--- src/rtl/nibble_serial_adder_ctrl_pkg.sv ---
// Shared types and constants for the nibble-serial adder controller.
package adder_pkg;
  localparam int unsigned NIB = 4;

  typedef enum logic [1:0] {S_IDLE, S_RUN, S_DONE} seq_state_t;
endpackage

--- src/rtl/nibble_serial_adder_ctrl_if.sv ---
// Operand/result valid-ready bundle between producer/consumer and the serial adder.
interface nibble_serial_adder_ctrl_if #(parameter int unsigned WIDTH = 16);
  logic             in_valid;
  logic             in_ready;
  logic [WIDTH-1:0] a;
  logic [WIDTH-1:0] b;
  logic             sub;
  logic             out_valid;
  logic             out_ready;
  logic [WIDTH-1:0] sum;
  logic             cout;
  logic             ovf;

  modport master (output in_valid, a, b, sub, out_ready,
                  input  in_ready, out_valid, sum, cout, ovf);
  modport slave  (input  in_valid, a, b, sub, out_ready,
                  output in_ready, out_valid, sum, cout, ovf);
endinterface

--- src/rtl/nibble_serial_adder_ctrl_nibble_add.sv ---
// 4-bit ripple adder slice built from 1-bit full-adder cells; exposes the MSB carry-in
// so the caller can form signed overflow.
module full_adder (
  input  logic a_i,
  input  logic b_i,
  input  logic c_i,
  output logic s_o,
  output logic c_o
);
  assign s_o = a_i ^ b_i ^ c_i;
  assign c_o = (a_i & b_i) | (c_i & (a_i ^ b_i));
endmodule

module nibble_add
  import adder_pkg::*;
(
  input  logic [NIB-1:0] a_i,
  input  logic [NIB-1:0] b_i,
  input  logic           c_i,
  output logic [NIB-1:0] s_o,
  output logic           c_o,
  output logic           c_msb_o
);
  logic [NIB:0] c;

  assign c[0] = c_i;

  for (genvar i = 0; i < NIB; i++) begin : g_fa
    full_adder u_fa (
      .a_i (a_i[i]),
      .b_i (b_i[i]),
      .c_i (c[i]),
      .s_o (s_o[i]),
      .c_o (c[i+1])
    );
  end

  assign c_o     = c[NIB];
  assign c_msb_o = c[NIB-1];
endmodule

--- src/rtl/nibble_serial_adder_ctrl.sv ---
// Add/subtract WIDTH-bit operands one nibble per cycle through a single 4-bit slice,
// with the carry chained through a register between steps.
module nibble_serial_adder_ctrl
  import adder_pkg::*;
#(
  parameter int unsigned WIDTH = 16
) (
  input  logic                      clk,
  input  logic                      rst,
  nibble_serial_adder_ctrl_if.slave bus
);
  localparam int unsigned NSTEP  = WIDTH / NIB;
  localparam int unsigned STEP_W = $clog2(NSTEP);

  seq_state_t        state_q, state_d;
  logic [STEP_W-1:0] step_q, step_d;
  logic [WIDTH-1:0]  a_q, a_d;
  logic [WIDTH-1:0]  b_q, b_d;
  logic [WIDTH-1:0]  sum_q, sum_d;
  logic              carry_q, carry_d;
  logic              cout_q, cout_d;
  logic              ovf_q, ovf_d;
  logic              in_ready_q, in_ready_d;
  logic              out_valid_q, out_valid_d;

  logic [NIB-1:0]    nib_a, nib_b, nib_s;
  logic              nib_c, nib_c_msb;

  assign nib_a = a_q[NIB*step_q +: NIB];
  assign nib_b = b_q[NIB*step_q +: NIB];

  nibble_add u_nibble_add (
    .a_i     (nib_a),
    .b_i     (nib_b),
    .c_i     (carry_q),
    .s_o     (nib_s),
    .c_o     (nib_c),
    .c_msb_o (nib_c_msb)
  );

  always_ff @(posedge clk or posedge rst) begin
    if (rst) begin
      state_q     <= S_IDLE;
      step_q      <= '0;
      a_q         <= '0;
      b_q         <= '0;
      sum_q       <= '0;
      carry_q     <= 1'b0;
      cout_q      <= 1'b0;
      ovf_q       <= 1'b0;
      in_ready_q  <= 1'b1;
      out_valid_q <= 1'b0;
    end else begin
      state_q     <= state_d;
      step_q      <= step_d;
      a_q         <= a_d;
      b_q         <= b_d;
      sum_q       <= sum_d;
      carry_q     <= carry_d;
      cout_q      <= cout_d;
      ovf_q       <= ovf_d;
      in_ready_q  <= in_ready_d;
      out_valid_q <= out_valid_d;
    end
  end

  always_comb begin
    state_d = state_q;
    step_d  = step_q;
    a_d     = a_q;
    b_d     = b_q;
    sum_d   = sum_q;
    carry_d = carry_q;
    cout_d  = cout_q;
    ovf_d   = ovf_q;

    case (state_q)
      S_IDLE: begin
        // Subtraction is A + ~B + 1: invert B once at capture, seed carry with sub.
        if (bus.in_valid && in_ready_q) begin
          a_d     = bus.a;
          b_d     = bus.b ^ {WIDTH{bus.sub}};
          carry_d = bus.sub;
          step_d  = '0;
          state_d = S_RUN;
        end
      end
      S_RUN: begin
        sum_d[NIB*step_q +: NIB] = nib_s;
        carry_d                  = nib_c;
        if (step_q == STEP_W'(NSTEP - 1)) begin
          cout_d  = nib_c;
          ovf_d   = nib_c_msb ^ nib_c;
          state_d = S_DONE;
        end else begin
          step_d = step_q + STEP_W'(1);
        end
      end
      S_DONE: begin
        if (bus.out_ready && out_valid_q) begin
          state_d = S_IDLE;
        end
      end
      default: state_d = S_IDLE;
    endcase

    in_ready_d  = (state_d == S_IDLE);
    out_valid_d = (state_d == S_DONE);
  end

  assign bus.in_ready  = in_ready_q;
  assign bus.out_valid = out_valid_q;
  assign bus.sum       = sum_q;
  assign bus.cout      = cout_q;
  assign bus.ovf       = ovf_q;
endmodule

--- src/flat_wrapper.sv ---
// flat-port wrapper written by rule: the top's interface ports become plain ports
module nibble_serial_adder_ctrl_flat import adder_pkg::*;
#(
  parameter int unsigned WIDTH = 16
)
  (clk, rst, bus_in_valid, bus_a, bus_b, bus_sub, bus_out_ready, bus_in_ready, bus_out_valid, bus_sum, bus_cout, bus_ovf);
  nibble_serial_adder_ctrl_if #(.WIDTH(WIDTH)) bus_i ();
  input  logic clk;
  input  logic rst;
  input wire logic [$bits(bus_i.in_valid)-1:0] bus_in_valid;
  input wire logic [$bits(bus_i.a)-1:0] bus_a;
  input wire logic [$bits(bus_i.b)-1:0] bus_b;
  input wire logic [$bits(bus_i.sub)-1:0] bus_sub;
  input wire logic [$bits(bus_i.out_ready)-1:0] bus_out_ready;
  output wire logic [$bits(bus_i.in_ready)-1:0] bus_in_ready;
  output wire logic [$bits(bus_i.out_valid)-1:0] bus_out_valid;
  output wire logic [$bits(bus_i.sum)-1:0] bus_sum;
  output wire logic [$bits(bus_i.cout)-1:0] bus_cout;
  output wire logic [$bits(bus_i.ovf)-1:0] bus_ovf;
  assign bus_i.in_valid = bus_in_valid;
  assign bus_i.a = bus_a;
  assign bus_i.b = bus_b;
  assign bus_i.sub = bus_sub;
  assign bus_i.out_ready = bus_out_ready;
  assign bus_in_ready = bus_i.in_ready;
  assign bus_out_valid = bus_i.out_valid;
  assign bus_sum = bus_i.sum;
  assign bus_cout = bus_i.cout;
  assign bus_ovf = bus_i.ovf;
  nibble_serial_adder_ctrl #(.WIDTH(WIDTH)) u_core (.clk(clk), .rst(rst), .bus(bus_i));
endmodule
--- config.mk ---
export PLATFORM = sky130hd
export DESIGN_NAME = nibble_serial_adder_ctrl_flat
export DESIGN_NICKNAME = d
export VERILOG_FILES = /design/src/rtl/nibble_serial_adder_ctrl_pkg.sv /design/src/rtl/nibble_serial_adder_ctrl_if.sv /design/src/rtl/nibble_serial_adder_ctrl_nibble_add.sv /design/src/rtl/nibble_serial_adder_ctrl.sv /design/src/flat_wrapper.sv
export SDC_FILE = /design/constraint.sdc
export NUM_CORES = 1
export LEC_CHECK = 0
export CAP_MARGIN = 20
export CORE_MARGIN = 2
export CORE_UTILIZATION = 35
export CTS_BUF_LIST = sky130_fd_sc_hd__clkbuf_8
export CTS_CLUSTER_DIAMETER = 50
export DETAILED_ROUTE_END_ITERATION = 8
export DONT_BUFFER_PORTS = 1
export GPL_ROUTABILITY_DRIVEN = 1
export SYNTH_ARGS = -nofsm -noshare
export SYNTH_HDL_FRONTEND = slang
export SYNTH_HIERARCHICAL = 1
export SYNTH_SLANG_ARGS = --single-unit
--- constraint.sdc ---
create_clock -name clk -period 5.1 [get_ports clk]
set_clock_uncertainty 0.15 [all_clocks]
set_input_delay 0.765 -clock clk [delete_from_list [all_inputs] [get_ports clk]]
set_output_delay 0.765 -clock clk [all_outputs]
set_load 0.01 [all_outputs]
=== After elaboration in Yosys (flattened, before gate mapping) ===
Index checks and enable logic that the tools add are counted.

* Bits in registers: 57
* Bits in read-only memories: 0
* Memories kept: 0
* Memory bits (writable): 0
* Word-level logic and storage cells: 63
* Output and inout bits: 20
* Latch bits: 0
* Bits of input ports: 37

* Equality and inequality tests: 6
* Bitwise operators: 22
* Shift operators: 4
* Reductions and logical operators: 9
* Div/mod/pow operators: 0
* $mul: 0
* Magnitude comparators: 0
* Mux-type cells: 10
* Add/subtract/negate cells: 2

{| class="wikitable"
|+ Operators by type and width
! cell !! count
|-
| negator 4 -> 34 bit || 1
|-
| variable shift 4 x 34 -> 16 bit, first input constant || 1
|-
| indexed part select 4 x 34 -> 16 bit || 1
|-
| indexed part select 16 x 5 -> 4 bit || 2
|-
| bitwise mux 16 bit || 1
|-
| bitwise XOR 16 bit || 1
|-
| two-way mux 2 bit || 5
|-
| bitwise XOR 1 bit || 9
|-
| AND 1 bit || 8
|-
| equality test 2 bit, second input constant || 3
|-
| case mux 2 bit (3 select lines) || 1
|-
| AND reduction 2 bit || 3
|-
| zero test 2 bit || 2
|-
| OR 1 bit || 4
|-
| case mux 2 bit (2 select lines) || 1
|-
| AND reduction 3 bit || 1
|-
| adder 2 x 1 -> 2 bit, second input constant || 1
|-
| equality test 2 x 1 -> 1 bit, second input constant || 1
|-
| logical AND 1 bit || 2
|-
| inequality test 2 x 1 -> 1 bit, second input constant || 1
|-
| inequality test 2 bit, second input constant || 1
|-
| case mux 1 bit (2 select lines) || 1
|-
| nonzero test 2 bit || 1
|-
| two-way mux 1 bit || 1
|}

=== Longest topological paths before layout ===
Gate-level depths: netlist (run 1).

* Depth in word-level cells: 11
* Depth in mapped cells: 8

=== Modules after synthesis ===
Netlist (run 1), hierarchy kept.

{| class="wikitable"
|+ Modules (own cells, without submodules)
! module !! area an instance (um2) !! cells each !! sequential area each (um2) !! times used
|-
| nibble_serial_adder_ctrl || 2621.3 || 208 || 1427.6 || 1
|-
| full_adder || 20.0 || 1 || 0.0 || 4
|}

=== Worst setup path before layout (run 1) ===
OpenSTA, ideal clock, no wires.

* Kind: reg-to-reg
* Start: reg u_core.step_q[0]
* End: reg u_core.sum_q[11] (netlist: u_core/bus.sum[11])
* Buffers on the path: 1
* Path slack: 1552 ps
* Stages on the path, launching flop included: 9
* Arrival: 3302 ps
* Cell sequence: dfrtp_1 buf_2 mux4_2 fa_1 fa_1 fa_1 fa_1 nand2b_1 o31ai_1

* Cells in the longest elaborated chain, start to end: 11
* Elaborated cells between the ends (all ways): 23

{| class="wikitable"
|+ RTL lines
! element !! line !! RTL
|-
| start, declared || nibble_serial_adder_ctrl.sv:16 || <nowiki>logic [STEP_W-1:0] step_q, step_d;</nowiki>
|-
| start signal, assigned || nibble_serial_adder_ctrl.sv:55 || <nowiki>step_q <= step_d;</nowiki>
|-
| indexed part select 16 x 5 -> 4 bit (*) || nibble_serial_adder_ctrl.sv:29 || <nowiki>assign nib_a = a_q[NIB*step_q +: NIB];</nowiki>
|-
| via u_core.nib_a[0] || nibble_serial_adder_ctrl.sv:26 || <nowiki>logic [NIB-1:0] nib_a, nib_b, nib_s;</nowiki>
|-
| bitwise XOR 1 bit || nibble_serial_adder_ctrl_nibble_add.sv:11 || <nowiki>assign c_o = (a_i & b_i) | (c_i & (a_i ^ b_i));</nowiki>
|-
| AND 1 bit || nibble_serial_adder_ctrl_nibble_add.sv:11 ||
|-
| OR 1 bit (*) || nibble_serial_adder_ctrl_nibble_add.sv:11 ||
|-
| via u_core.u_nibble_add.c[1] || nibble_serial_adder_ctrl_nibble_add.sv:24 || <nowiki>logic [NIB:0] c;</nowiki>
|-
| AND 1 bit (*) || nibble_serial_adder_ctrl_nibble_add.sv:11 ||
|-
| OR 1 bit (*) || nibble_serial_adder_ctrl_nibble_add.sv:11 ||
|-
| via u_core.u_nibble_add.c[2] || nibble_serial_adder_ctrl_nibble_add.sv:24 ||
|-
| AND 1 bit (*) || nibble_serial_adder_ctrl_nibble_add.sv:11 ||
|-
| OR 1 bit (*) || nibble_serial_adder_ctrl_nibble_add.sv:11 ||
|-
| via u_core.nib_c_msb || nibble_serial_adder_ctrl.sv:27 || <nowiki>logic nib_c, nib_c_msb;</nowiki>
|-
| bitwise XOR 1 bit (*) || nibble_serial_adder_ctrl_nibble_add.sv:10 || <nowiki>assign s_o = a_i ^ b_i ^ c_i;</nowiki>
|-
| via u_core.nib_s[3] || nibble_serial_adder_ctrl.sv:26 ||
|-
| indexed part select 4 x 34 -> 16 bit (*) || nibble_serial_adder_ctrl.sv:89 || <nowiki>sum_d[NIB*step_q +: NIB] = nib_s;</nowiki>
|-
| bitwise mux 16 bit (*) || nibble_serial_adder_ctrl.sv:89 ||
|-
| end signal, assigned || nibble_serial_adder_ctrl.sv:58 || <nowiki>sum_q <= sum_d;</nowiki>
|-
| end, declared || nibble_serial_adder_ctrl.sv:19 || <nowiki>logic [WIDTH-1:0] sum_q, sum_d;</nowiki>
|}

Mark *: on every way through the listed nets, which the timed path passes. The rest lies on a longest branch.
A chain may end at the register's enable or synchronous reset.

=== Worst setup path after layout (run 1) ===
Ends and elaborated chain as after synthesis.

==> results of run 1 <==
## cell families (layout without fill, tap and decap cells)
logic type	Yosys count	count (layout)
AOI/OAI and AO/OA	39	39
xor gates and xnor gates	17	17
adders and majority gates	10	10
buffers and inverters	14	19
DFF	57	57
muxes	25	25
and+or+nand+nor	50	50
## cell usage in the layout (no fill, tap or decap)
master	netlist	layout
a221o_1	1	1
dfrtp_1	56	56
clkbuf_8	0	10
xnor2_1	17	17
dfstp_2	1	1
o21ai_0	5	5
o31ai_1	12	12
inv_2	0	1
a21bo_2	1	1
nor4bb_4	0	1
clkinv_2	0	3
nor3b_1	2	2
nand2b_1	5	5
ha_1	6	6
nor2_1	17	17
a21oi_1	16	16
fa_1	4	4
mux2_1	16	16
inv_1	3	2
or2_2	1	1
mux2_2	1	1
nand2_1	17	17
buf_4	2	2
nor2b_1	1	1
nand3b_1	5	5
bufinv_16	0	1
nor4b_2	1	1
a22o_1	4	4
mux4_2	8	8
## routing by layer
layer | part of all wire (%) | GRT usage (%) | vias to the layer above
met5 | 0 | 0 | -
met4 | 0.43 | 2.61 | 0
met3 | 8.5 | 6.24 | 3
met2 | 46 | 21.0 | 60
met1 | 45 | 16.8 | 784
li1 | - | - | 749
## final cells by class
| class | instances | area [sq um] |
|---|---|---|
| inverter | 3 | 11.3 |
| fill | 767 | 4650 |
| tap | 102 | 128 |
| multi-input combinational | 141 | 1190 |
| clock inverter | 4 | 45.0 |
| clock buffer | 10 | 138 |
| timing repair buffer | 2 | 15.0 |
| sequential | 57 | 1430 |
## sequential cells by signal (all words and copies together) (netlist names)
signal,flops
u_core/step_q,2
u_core/bus.sum,16
u_core/bus.out_valid,1
u_core/carry_q,1
u_core/bus.in_ready,1
u_core/bus.ovf,1
u_core/a_q,16
u_core/state_q,2
u_core/bus.cout,1
u_core/b_q,16
## worst max path at each step
stage                                  from                              to  slack (ps)  cells past startpoint
2_1_floorplan  u_core/step_q[0]$_DFFE_PP0P_  u_core/bus.sum[11]$_DFFE_PP0P_        1550                      8
3_3_place_gp   u_core/step_q[0]$_DFFE_PP0P_  u_core/bus.sum[11]$_DFFE_PP0P_        1310                      7
3_5_place_dp   u_core/step_q[0]$_DFFE_PP0P_  u_core/bus.sum[11]$_DFFE_PP0P_        1210                      7
4_1_cts        u_core/step_q[0]$_DFFE_PP0P_  u_core/bus.sum[11]$_DFFE_PP0P_        1200                      7
5_1_grt        u_core/step_q[0]$_DFFE_PP0P_  u_core/bus.sum[11]$_DFFE_PP0P_         980                      7
6_report       u_core/step_q[0]$_DFFE_PP0P_  u_core/bus.sum[11]$_DFFE_PP0P_        1240                      7
## where the power goes
part | total (mW) | internal (mW) | switching, mW
Sequential | 0.871 | 0.666 | 0.205
Clock | 0.396 | 0.231 | 0.165
Combinational | 0.862 | 0.419 | 0.443
## synth_stat cells
| cell | instances |
|---|---|
| dfrtp_1 | 56 |
| nand2_1 | 17 |
| nor2_1 | 17 |
| xnor2_1 | 17 |
| a21oi_1 | 16 |
| mux2_1 | 16 |
| o31ai_1 | 12 |
| mux4_2 | 8 |
| ha_1 | 6 |
| nand2b_1 | 5 |
| nand3b_1 | 5 |
| o21ai_0 | 5 |
| a22o_1 | 4 |
| buf_2 | 4 |
| fa_1 | 4 |
| buf_6 | 3 |
| inv_1 | 3 |
| buf_4 | 2 |
| nor3b_1 | 2 |
| a21bo_2 | 1 |
| a221o_1 | 1 |
| buf_8 | 1 |
| clkbuf_1 | 1 |
| dfstp_2 | 1 |
| mux2_2 | 1 |
| nor2b_1 | 1 |
| nor4b_2 | 1 |
| nor4bb_1 | 1 |
| or2_2 | 1 |
## worst max-delay path, stage by stage, from the launching register on
cell      delay [ps]
dfrtp_1          840
mux4_2           610
fa_1             450
fa_1             380
fa_1             420
fa_1             550
nand2b_1         100
o31ai_1          240
==> flow_summary.yaml, run 1 <==
status:
  status: "completed"
pwr:
  peakVddDrop_v: 0.000267
  finalPower_mw: 2.13
  p_leak_nw: 1.20
  power_density_mw_per_mm2: 721
cts:
  clk_pin_slew_ps: 60
  cts_htree_levels: 3
  cts-resized-gates: 0
  cts_buffers: 9
  postCtsHoldBufs: 0
  insertion_delay_ps: 330
  cts_buffer_depth: 2
  cts_tree: "done"
  cts_sinks: 57
  cts_setup_buffers: 0
  cts_root_buf: "clkbuf_8"
detailed_routing:
  dr.pass1.iters: 4
  ant_nets: 0
  vias: 1596
  wl_per_cell_um: 16.0
  drc: 0
  avgViaCountPerCell: 5.00
  routed_wl_mm: 5.10
  drt_first_iter_violations: 92
timing:
  setup_viol: 0
  hold_viol: 0
  relSlewSlack_pct: 48.7
  fmax_mhz: 259
  worst_pin_slew_ps: 770
  fin_hold_ws_ps: 333
  period_share_pct: 75.6
  layout_setup_ws_ps: 1240
  finalMaxSlewViolations: 0
  rsz0062_at_grt: "no"
  fin_crit_ps: 3860
  setup_tns_ps: 0
placement:
  portBuffers: 0
  place_hpwl_mm: 3.58
  placed_cells: 305
  pre_cts_ws_ps: 1210
  place.gp.congestion: 0.745
  placed_area_sq_mm: 0.00277
global_route:
  grt_antenna_before_repair: 0
  gr-usage-all-layers_pct: 13.3
  grt-ovfl-total: 0
  grt_max_degree: 58
  grt_pass1_vias: 1701
  grt_pass1_wl_mm: 8.64
synthesis:
  synth-simple-area-share_pct: 9.22
  ys_types: 29
  yosysWarnings: 6
  syn_nets: 259
  netlist_area_sq_mm: 0.00270
  synth_top_area_cell: "dfrtp_1"
  muxShareOfSynthArea_pct: 13.8
  synthTopCellsByArea: "dfrtp_1 52%, mux2_1 6.7%, mux4_2 6.7%, xnor2_1 5.5%, o31ai_1 3.3%"
  synth_top_family_by_area: "multiplexers"
  ys_seq_area_share_pct: 52.8
  postSynthCellCount: 212
  synthAdderAreaFrac_pct: 5.74
  synth_compound_area_share_pct: 9.26
  synth_top_area_share_pct: 51.9
  synth_xor_area_share_pct: 5.51
  syn_avg_cell_area_sq_um: 12.7
  ys_ff_latch: 57
worst_hold_path:
  hp-class: "reg2reg"
  min_from: "u_core/a_q[13]$_DFFE_PP0P_"
  whs_path_depth: 1
  hold_end: "u_core/a_q[13]$_DFFE_PP0P_"
worst_setup_path:
  arrival_ps: 3940
  required_ps: 5180
  rr_endpoint: "u_core/bus.sum[11]$_DFFE_PP0P_"
  crit_path_end_kind: "register"
  r2r_cells: 7
  timing.rr.start: "u_core/step_q[0]$_DFFE_PP0P_"
  crit_type: "reg2reg"
  startpoint_type: "register"
  r2r_slack_ps: 1240
  critPathMaxFanout: 15
final_layout:
  layout-drive-gt1-share_pct: 14.3
  stdcell_area_sq_mm: 0.00295
  final_cells: 319
  area_growth_pct: 9.36
  fin_nets: 261
  diodes: 0
  final_core_util_pct: 38.8
floorplanning:
  fp-row-count: 32
  die_width_um: 91.9
  die_h_um: 91.9
  ios: 57
  die_area_sq_mm: 0.00844
  start_util_pct: 35.5
  core_area_sq_mm: 0.00761
job:
  maxCapViolations: 0
Power figures use the tool's default switching activity.
==> run 2, diff against run 1 <==
Clock period 5.1 ns to 3.6 ns, I/O delays scaled along.
==> run 2 against run 1 <==
Via count down 1.5%. Count of clock-buffer cells in the layout decreased by 1. Final area decreased by 0.34%. Worst setup slack worse by 1000 ps. Die area stayed put. First-iteration DRC count fell by 18%. Critical path depth is the same. Maximum frequency is 14% higher.
==> flow_summary.yaml, run 2 (synthesis results as in run 1) <==
floorplanning:
  die_area_sq_mm: 0.00844
  start_util_pct: 35.5
  ios: 57
  die_h_um: 91.9
  fp-row-count: 32
  die_width_um: 91.9
  core_area_sq_mm: 0.00761
timing:
  hold_viol: 0
  period_share_pct: 94.1
  setup_viol: 0
  finalMaxSlewViolations: 0
  fin_crit_ps: 3390
  worst_pin_slew_ps: 836
  fmax_mhz: 295
  setup_tns_ps: 0
  relSlewSlack_pct: 44.2
  rsz0062_at_grt: "no"
  layout_setup_ws_ps: 212
cts:
  cts_sinks: 57
  cts_htree_levels: 3
  cts_buffers: 9
  clk_pin_slew_ps: 60
  insertion_delay_ps: 330
  cts_buffer_depth: 2
  postCtsHoldBufs: 0
  cts_setup_buffers: 0
  cts_root_buf: "clkbuf_8"
  cts_tree: "done"
  cts-resized-gates: 0
final_layout:
  final_cell_mix: "56 x dfrtp_1, 17 x xnor2_1, 17 x nor2_1, 17 x nand2_1"
  layout-drive-gt1-share_pct: 15.0
  diodes: 0
  area_growth_pct: 8.99
  fillers: 758
  final_common_cell: "dfrtp_1"
  fin_nets: 264
pwr:
  peakVddDrop_v: 0.000416
  p_leak_nw: 1.20
  power_density_mw_per_mm2: 1020
detailed_routing:
  drc: 0
  wl_per_cell_um: 16.3
  drt_first_iter_violations: 75
  vias: 1572
  dr.pass1.iters: 4
  ant_nets: 0
  routed_wl_mm: 5.24
  avgViaCountPerCell: 4.88
worst_setup_path:
  r2r_cells: 7
  crit_path_top_delay_cell: "fa_1"
  cp_num_cells: 7
  critPathMaxFanout: 4
  critPathMaxStageDelay_ps: 550
  crit_path_frequent_cell: "fa_1"
  crit_family: "adder cells"
  path_buf_inv: 0
  crit_chain: "mux4_2 -> fa_1 -> fa_1 -> fa_1 -> fa_1 -> nand2b_1 -> o31ai_1"
  required_ps: 3690
  startpoint_type: "register"
  arrival_ps: 3480
  crit_path_end_kind: "register"
  crit_type: "reg2reg"
global_route:
  gr-usage-all-layers_pct: 13.9
  grt_pass1_wl_mm: 8.86
  grt_max_degree: 52
  grt_antenna_before_repair: 0
  grt-ovfl-total: 0
  grt_pass1_vias: 1635
worst_hold_path:
  hp-class: "in2async"
placement:
  portBuffers: 0
  place_hpwl_mm: 3.80
  place.gp.congestion: 0.761
  pre_cts_ws_ps: 213
status:
  status: "completed"
job:
  maxCapViolations: 0
==> run 2: changes by cell type in the layout (fill, tap and decap cells not counted) <==
cell and change:
buf_4 +3, clkinvlp_4 +1, clkbuf_8 -1, inv_1 +1, bufinv_16 -1
==> run 2: where the power goes <==
group          internal [mW]  total, mW  switching, mW
clock                  0.235      0.470          0.235
combinational          0.622       1.34          0.715
sequential             0.945       1.19          0.242
total                   1.80       2.99           1.19
==> run 2: through the flow <==
stage | hold slack [ps] | utilization [%] | cell area [sq um] | total power, mW | cells
6_report | 111 | 38.7 | 2940 | 2.99 | 322
3_5_place_dp | 324 | 36.7 | 2790 | 2.56 | 308
2_1_floorplan | 302 | - | 2700 | 2.19 | 212
3_3_place_gp | 312 | 36.7 | 2790 | 2.50 | 308
4_1_cts | 133 | 38.7 | 2940 | 3.04 | 322
5_1_grt | 176 | 38.7 | 2940 | 3.25 | 322
==> run 2: path summary, 6_finish.rpt <==
kind / startpoint / to / slack (ps)
max in group asynchronous: rst / u_core/bus.in_ready$_DFF_PP1_ / 2360
min in group clk: bus_a[5] / u_core/a_q[5]$_DFFE_PP0P_ / 190
setup reg to reg: u_core/step_q[0]$_DFFE_PP0P_ / u_core/bus.sum[11]$_DFFE_PP0P_ / 210
hold reg to reg: u_core/a_q[15]$_DFFE_PP0P_ / u_core/a_q[15]$_DFFE_PP0P_ / 330
setup / recovery: u_core/step_q[0]$_DFFE_PP0P_ / u_core/bus.sum[11]$_DFFE_PP0P_ / 210
hold / removal: rst / u_core/bus.sum[1]$_DFFE_PP0P_ / 110
==> run 2: cell type report <==
cell class	count	area, sq um	area share [%]
sequential	57	1430	48.5
inverter	3	11.3	0.382
timing repair buffer	5	37.5	1.27
tap	102	128	4.33
clock buffer	9	124	4.21
multi-input combinational	141	1190	40.4
clock inverter	5	26.3	0.892
==> run 2: layer usage <==
metal  wire, um  global-route usage, %
met1       2390                   18.7
met2       2440                   20.7
met3        325                   5.01
met4         86                   5.22
met5          0                      0
==> run 2: worst reg2reg max path: cells and delay by family (launching register included) <==
kind	cells	cell delay, ps
and+or+nand+nor	1	100
AOI/OAI and AO/OA	1	230
DFF	1	430
adders and majority gates	4	1850
muxes	1	540
